--- src/rtl/mem_arbiter.sv ---
// Arbitrates one single-ported memory between instruction fetch and data access.
// Data has priority, a streak limiter protects fetch, and a timeout aborts hung accesses.
module mem_arbiter #(
    parameter int ADDR_W       = 32,
    parameter int DATA_W       = 32,
    parameter int MAX_D_STREAK = 4,
    parameter int TIMEOUT      = 16
) (
    input  logic              clk,
    input  logic              reset,
    input  logic              if_req,
    input  logic [ADDR_W-1:0] if_addr,
    output logic [DATA_W-1:0] if_rdata,
    output logic              if_ready,
    output logic              if_err,
    input  logic              d_req,
    input  logic              d_we,
    input  logic [ADDR_W-1:0] d_addr,
    input  logic [DATA_W-1:0] d_wdata,
    output logic [DATA_W-1:0] d_rdata,
    output logic              d_ready,
    output logic              d_err,
    output logic              mem_req,
    output logic              mem_we,
    output logic [ADDR_W-1:0] mem_addr,
    output logic [DATA_W-1:0] mem_wdata,
    input  logic [DATA_W-1:0] mem_rdata,
    input  logic              mem_ack
);

    typedef enum logic [1:0] {IDLE, BUSY_IF, BUSY_D} state_t;

    localparam logic [3:0] STREAK_MAX = 4'(MAX_D_STREAK);
    localparam logic [7:0] TMO_LAST   = 8'((TIMEOUT > 0) ? TIMEOUT - 1 : 0);
    localparam logic       TMO_ON     = (TIMEOUT > 0);

    state_t            state, state_n;
    logic [3:0]        streak, streak_n;
    logic [7:0]        tmo, tmo_n;
    logic              mem_req_n, mem_we_n;
    logic [ADDR_W-1:0] mem_addr_n;
    logic [DATA_W-1:0] mem_wdata_n, if_rdata_n, d_rdata_n;
    logic              if_ready_n, if_err_n, d_ready_n, d_err_n;
    logic              d_elig, if_elig, grant_d, grant_if, timed_out;

    always_ff @(posedge clk) begin
        if (reset) begin
            state     <= IDLE;
            streak    <= '0;
            tmo       <= '0;
            mem_req   <= 1'b0;
            mem_we    <= 1'b0;
            mem_addr  <= '0;
            mem_wdata <= '0;
            if_rdata  <= '0;
            if_ready  <= 1'b0;
            if_err    <= 1'b0;
            d_rdata   <= '0;
            d_ready   <= 1'b0;
            d_err     <= 1'b0;
        end else begin
            state     <= state_n;
            streak    <= streak_n;
            tmo       <= tmo_n;
            mem_req   <= mem_req_n;
            mem_we    <= mem_we_n;
            mem_addr  <= mem_addr_n;
            mem_wdata <= mem_wdata_n;
            if_rdata  <= if_rdata_n;
            if_ready  <= if_ready_n;
            if_err    <= if_err_n;
            d_rdata   <= d_rdata_n;
            d_ready   <= d_ready_n;
            d_err     <= d_err_n;
        end
    end

    always_comb begin
        state_n     = state;
        streak_n    = streak;
        tmo_n       = tmo;
        mem_req_n   = mem_req;
        mem_we_n    = mem_we;
        mem_addr_n  = mem_addr;
        mem_wdata_n = mem_wdata;
        if_rdata_n  = if_rdata;
        d_rdata_n   = d_rdata;
        if_ready_n  = 1'b0;
        if_err_n    = 1'b0;
        d_ready_n   = 1'b0;
        d_err_n     = 1'b0;

        // A port whose ready pulse is high this cycle gets one cycle to drop or replace its request.
        d_elig    = d_req && !d_ready;
        if_elig   = if_req && !if_ready;
        grant_d   = d_elig && !(if_elig && (streak == STREAK_MAX));
        grant_if  = if_elig && !grant_d;
        timed_out = TMO_ON && !mem_ack && (tmo == TMO_LAST);

        case (state)
            IDLE: begin
                if (grant_d) begin
                    state_n     = BUSY_D;
                    mem_req_n   = 1'b1;
                    mem_we_n    = d_we;
                    mem_addr_n  = d_addr;
                    mem_wdata_n = d_wdata;
                    tmo_n       = '0;
                end else if (grant_if) begin
                    state_n    = BUSY_IF;
                    mem_req_n  = 1'b1;
                    mem_we_n   = 1'b0;
                    mem_addr_n = if_addr;
                    tmo_n      = '0;
                end
                if (!if_req || grant_if) begin
                    streak_n = '0;
                end else if (grant_d && (streak != STREAK_MAX)) begin
                    streak_n = streak + 4'd1;
                end
            end
            BUSY_IF, BUSY_D: begin
                if (mem_ack || timed_out) begin
                    state_n   = IDLE;
                    mem_req_n = 1'b0;
                    mem_we_n  = 1'b0;
                    if (state == BUSY_D) begin
                        d_ready_n = 1'b1;
                        d_err_n   = !mem_ack;
                        d_rdata_n = mem_ack ? mem_rdata : '0;
                    end else begin
                        if_ready_n = 1'b1;
                        if_err_n   = !mem_ack;
                        if_rdata_n = mem_ack ? mem_rdata : '0;
                    end
                end else begin
                    tmo_n = tmo + 8'd1;
                end
            end
            default: state_n = IDLE;
        endcase
    end

endmodule

--- config.mk ---
export PLATFORM = sky130hd
export DESIGN_NAME = mem_arbiter
export DESIGN_NICKNAME = d
export VERILOG_FILES = /design/src/rtl/mem_arbiter.sv
export SDC_FILE = /design/constraint.sdc
export NUM_CORES = 1
export LEC_CHECK = 0
export ABC_AREA = 0
export CELL_PAD_IN_SITES_DETAIL_PLACEMENT = 1
export CELL_PAD_IN_SITES_GLOBAL_PLACEMENT = 1
export CORE_ASPECT_RATIO = 1.5
export CORE_UTILIZATION = 29
export DETAILED_ROUTE_END_ITERATION = 16
export PLACE_DENSITY_LB_ADDON = 0.3
export RECOVER_POWER = 100
export SLEW_MARGIN = 10
export SYNTH_ARGS = -nofsm -noshare
export SYNTH_HDL_FRONTEND = slang
export SYNTH_SLANG_ARGS = --single-unit
--- constraint.sdc ---
create_clock -name clk -period 2.6 [get_ports clk]
set_input_delay 0.39 -clock clk [delete_from_list [all_inputs] [get_ports clk]]
set_output_delay 0.39 -clock clk [all_outputs]
set_load 0.05 [all_outputs]
# After elaboration in Yosys (flattened, before gate mapping)
# Cells that the tools add are included.
# W data, S select, Z words.
[word_totals] out_inout_bits=134 regBits=148 inputBits=134
[op_classes] eq_ne=8 n_addsub=2 mux=22 reduce_logical=31 n_bitwise=3
[op_table] operator="$mux W32" n=3
[op_table] operator="$mux W8" n=3
[op_table] operator="$pmux W8 S2" n=1
[op_table] operator="$reduce_and A3 Y1" n=4
[op_table] operator="$add A8 B1 Y8 const B" n=1
[op_table] operator="$eq A8 B4 Y1 const B" n=1
[op_table] operator="$mux W4" n=2
[op_table] operator="$reduce_and A2 Y1" n=4
[op_table] operator="$reduce_or A4 Y1" n=2
[op_table] operator="$logic_and A1 B1 Y1" n=7
[op_table] operator="$mux W1" n=7
[op_table] operator="$logic_not A1 Y1" n=6
[op_table] operator="$mux W2" n=3
[op_table] operator="$reduce_bool A2 Y1" n=3
[op_table] operator="$add A4 B1 Y4 const B" n=1
[op_table] operator="$eq A4 B3 Y1 const B" n=1
[op_table] operator="$ne A2 B2 Y1 const B" n=2
[op_table] operator="$ne A4 B3 Y1 const B" n=1
[op_table] operator="$pmux W1 S2" n=2
[op_table] operator="$pmux W2 S2" n=1
[op_table] operator="$ne A3 B3 Y1 const B" n=1
[op_table] operator="$not A1 Y1" n=3
[op_table] operator="$reduce_or A3 Y1" n=1
[op_table] operator="$eq A2 B1 Y1 const B" n=1
[op_table] operator="other kinds (4)" n=5

# Depth between registers and ports, before layout
[depth] ltp_word=10 depth_mapped=8 depth_no_buf=6

# Worst setup path after synthesis
# OpenSTA, ideal clock, no wires.
[synth_timing] path_kind="reg2reg" start="register state[0]" end="register tmo[3]" stages_incl_launch_ff=8 required_ps=2526 synth_period_minus_slack_ps=1874 t_arrival_ps=1800 setup_ps=74 path_slack_ps=726 path_cell_list="dfxtp_1 inv_1 ha_1 nand2b_1 a21o_1 buf_6 or4_1 a31oi_1"
[synth_between] elab_chain_len=4 word_cells_on_any_way=9 cone_classes="eq/ne: 4; mux: 1; reduce/logical: 4"
[synth_lines] item="from (decl)" line_no="37" source="state_t state, state_n;"
[synth_lines] item="from (signal assigned)" line_no="62" source="state <= state_n;"
[synth_lines] item="$eq A2 B2 Y1 or $eq A2 B1 Y1 (tied branches)" line_no="100" source="case (state)"
[synth_lines] item="$reduce_or A2 Y1" line_no="100"
[synth_lines] item="$ne A2 B2 Y1 (no source line) or $reduce_bool A2 Y1 (tied branches)"
[synth_lines] item="$reduce_and A3 Y1 (no source line)"
[synth_lines] item="to (signal assigned)" line_no="64" source="tmo <= tmo_n;"
[synth_lines] item="to (decl)" line_no="39" source="logic [7:0] tmo, tmo_n;"
# Parallel ways exist; a longest one is shown, timed or not.
# A chain may end at the register's enable or synchronous reset.

# Final worst setup path
[layout_timing] start="register state[0]" end="register tmo[7]"
# Same word-level chain as after synthesis.

==> key figures <==
Drt
  • Final WL: 21700 um
  • TritonRoute pass-1 iters: 4
  • DR DRC count: 0
  • Vias per cell: 5.12
  • DR vias: 6491
  • Post-DRT Antenna Nets: 0
  • Wire length per cell: 17.1 um
  • 1st-iter DRT viols: 252

Synthesis
  • Synthesized net count: 892
  • Sequential share of the synthesized area: 49.5%
  • Mean Syn Cell Area: 7.95 um^2
  • Cell area after synthesis: 5980 um^2
  • Flops & latches, synth: 148
  • Prevailing post-synth register cell: dfxtp_1
  • Yosys cell types: 46
  • Cells after Synth: 752
  • EDFF count, synth: 0
  • Yosys warning total: 0
  • Async set-or-reset flop fraction in the synthesized netlist: 0%

Finish
  • Nets: 1133
  • Finished Core Util: 46.8%
  • Area Overhead vs Synth: 59.3%
  • Filler cell count in the final layout: 2441
  • N_diodes: 0
  • Layout cells sized above 1: 6.47%

Power and ir drop
  • Pleak: 3.74 nW
  • Peak supply drop: 422 uV
  • Pwr Density: 712 nW/um^2

STA
  • # setup viols final: 0
  • Clock Skew: 0.00780 ns
  • FMAX: 0.446 GHz
  • Worst Tran Pin Value: 0.724 ns
  • Slew Limit Headroom: 51.7%
  • RSZ-0062 raised after global routing: no
  • Final Cycle Share: 86.2%
  • Setup TNS: 0 ns
  • Endpoints failing hold: 0
  • Min cycle time layout: 2.24 ns
  • Pins over their slew limit: 0
  • Final worst slack: 0.359 ns

Clocking
  • Setup bufs post-CTS: 0
  • H-tree depth: 4
  • Clock Path Buffers: 2
  • Reg clk slew, reported paths: 0.06 ns
  • Hold buffer count at CTS: 0
  • CTS tree: done
  • # resized after CTS: 0
  • CTS Buf Count: 17
  • Clk sink count: 148
  • Clk Latency, worst-skew pair: 0.43 ns
  • CTS root buffer: clkbuf_16

Setup path
  • Crit path launch: state[0]
  • R2R Path End: tmo[7]
  • Crit. path cell count: 6
  • Critical path's slowest cell: a2111oi_0
  • R2R depth: 6
  • Critical Path Sink Type: register
  • R2R setup slack: 0.36 ns
  • Type of origin of the critical path: register
  • Crit path cell chain: inv_1, ha_1, buf_4, nand2b_1, a2111oi_0, mux2i_1
  • Crit path buf inv count: 2
  • Worst Setup EP: tmo[7]
  • Reg2reg start: state[0]
  • Cell family with most CP delay: compound AO/OA/AOI/OAI gates
  • Worst endpoint data arrival time: 2.60 ns
  • CP max stage delay: 0.68 ns
  • Critical Path Fanout Max: 8
  • CP Class: reg2reg
  • Worst EP required: 2.96 ns

Placement
  • I/O Buffers: 267
  • Placer's final routability congestion estimate: 0.840
  • Post-DP HPWL: 14700 um
  • Place WS: 0.474 ns

Die
  • Initial Utilization: 29.4%
  • DIE AREA: 21200 um^2
  • Die width: 119 um
  • Die height: 178 um
  • IO Count: 268
  • # rows: 64
  • Core area: 20300 um^2

Global routing
  • Vias in the first global route: 6595
  • GRT Total Usage: 20.5%
  • Initial antenna violation count: 0
  • Pin count of the biggest net entering global routing: 68
  • Grt total ovfl: 0
  • First-pass GRT wire length: 34400 um

Status
  • Outcome: completed

Worst hold path
  • Hold depth: 2
  • HP Class: in2reg

Run
  • Max Cap Violations: 0
==> layout by cell type (no fill, tap or decap), types with 4 or more instances in the layout <==
cell type        count
nor3_1               6
nand2b_1             5
nand4_1             33
inv_1                8
dlygate4sd3_1      134
clkinvlp_4           4
clkbuf_16           17
o21ai_0            101
a31oi_1             37
nor2_1               4
nand2_1            137
clkdlybuf4s50_1    131
nand3_1             48
ha_1                 6
dfxtp_1            148
buf_4               18
a21oi_1            104
==> synthesized netlist by cell type (2+ instances only) <==
master	number	area share [%]
or4_1	2	0.25
inv_1	8	0.50
nor3_1	6	0.50
o211ai_1	3	0.38
dfxtp_1	148	50
o21ai_0	101	8.5
and3b_1	2	0.29
nor2b_1	2	0.21
nand4_1	33	3.5
o21ai_1	2	0.17
a31oi_1	37	3.9
a31o_2	2	0.29
and2_1	3	0.31
a21o_1	2	0.25
nor2_1	5	0.31
clkbuf_1	65	4.1
nand3_1	48	4.0
and3_1	2	0.21
nand3b_1	3	0.38
nand2_1	137	8.6
ha_1	6	1.3
a21oi_1	105	8.8
nand2b_1	5	0.52
nor4_1	3	0.31
==> area by class of cell <==
type                            instances  area, um^2  share of cell area [%]
Clock buffer                           20         467                    4.90
Clock inverter                         11         151                    1.59
Inverter                                9        33.8                   0.355
Multi-Input combinational cell        527        2740                    28.8
Sequential cell                       148        2960                    31.1
Tap cell                              264         330                    3.47
Timing Repair Buffer                  290        2840                    29.8
==> cells by family after synthesis <==
logic type      share of synthesized area [%]
compound gates                           23.8
simple gates                             20.1
flops                                    49.5
buf+inv                                  4.98
fa+ha+maj                                1.25
mux                                     0.356
==> worst min-delay path by stage <==
stage | end | startpoint
2_1_floorplan | streak[2] | streak[2]
6_report | mem_wdata[23] | reset
5_1_grt | mem_wdata[20] | reset
3_3_place_gp | mem_wdata[6] | mem_wdata[6]
3_5_place_dp | mem_wdata[3] | mem_wdata[3]
4_1_cts | mem_wdata[23] | reset
==> report_power, final <==
part / switching (mW) / internal (mW) / total (mW)
logic: 1.13 / 0.563 / 1.70
registers: 0.0727 / 2.43 / 2.50
clock network: 0.999 / 1.58 / 2.58
total: 2.21 / 4.58 / 6.78
==> metrics by stage <==
step / power [mW] / cell area [um^2] / std cells / hold slack [ns]
6_report: 6.78 / 9530 / 1269 / 0.359
5_1_grt: 7.08 / 9530 / 1269 / 0.350
4_1_cts: 6.95 / 9570 / 1269 / 0.336
3_5_place_dp: 4.33 / 8950 / 1238 / 0.450
3_3_place_gp: 4.31 / 8950 / 1238 / 0.442
2_1_floorplan: 3.59 / 5980 / 752 / 0.444
==> flip-flops by register name, summed over array words and instances (netlist names), 2 cells and up <==
name       count
mem_wdata     32
tmo            8
state          2
mem_addr      32
d_rdata       32
streak         4
if_rdata      32
==> routing by layer <==
layer / routed length, um / global-route usage, %
met1: 8700 / 22.0
met5: 0 / 0
met2: 11200 / 37.5
met3: 1470 / 6.36
met4: 326 / 6.91
Power figures use the tool's default switching activity.
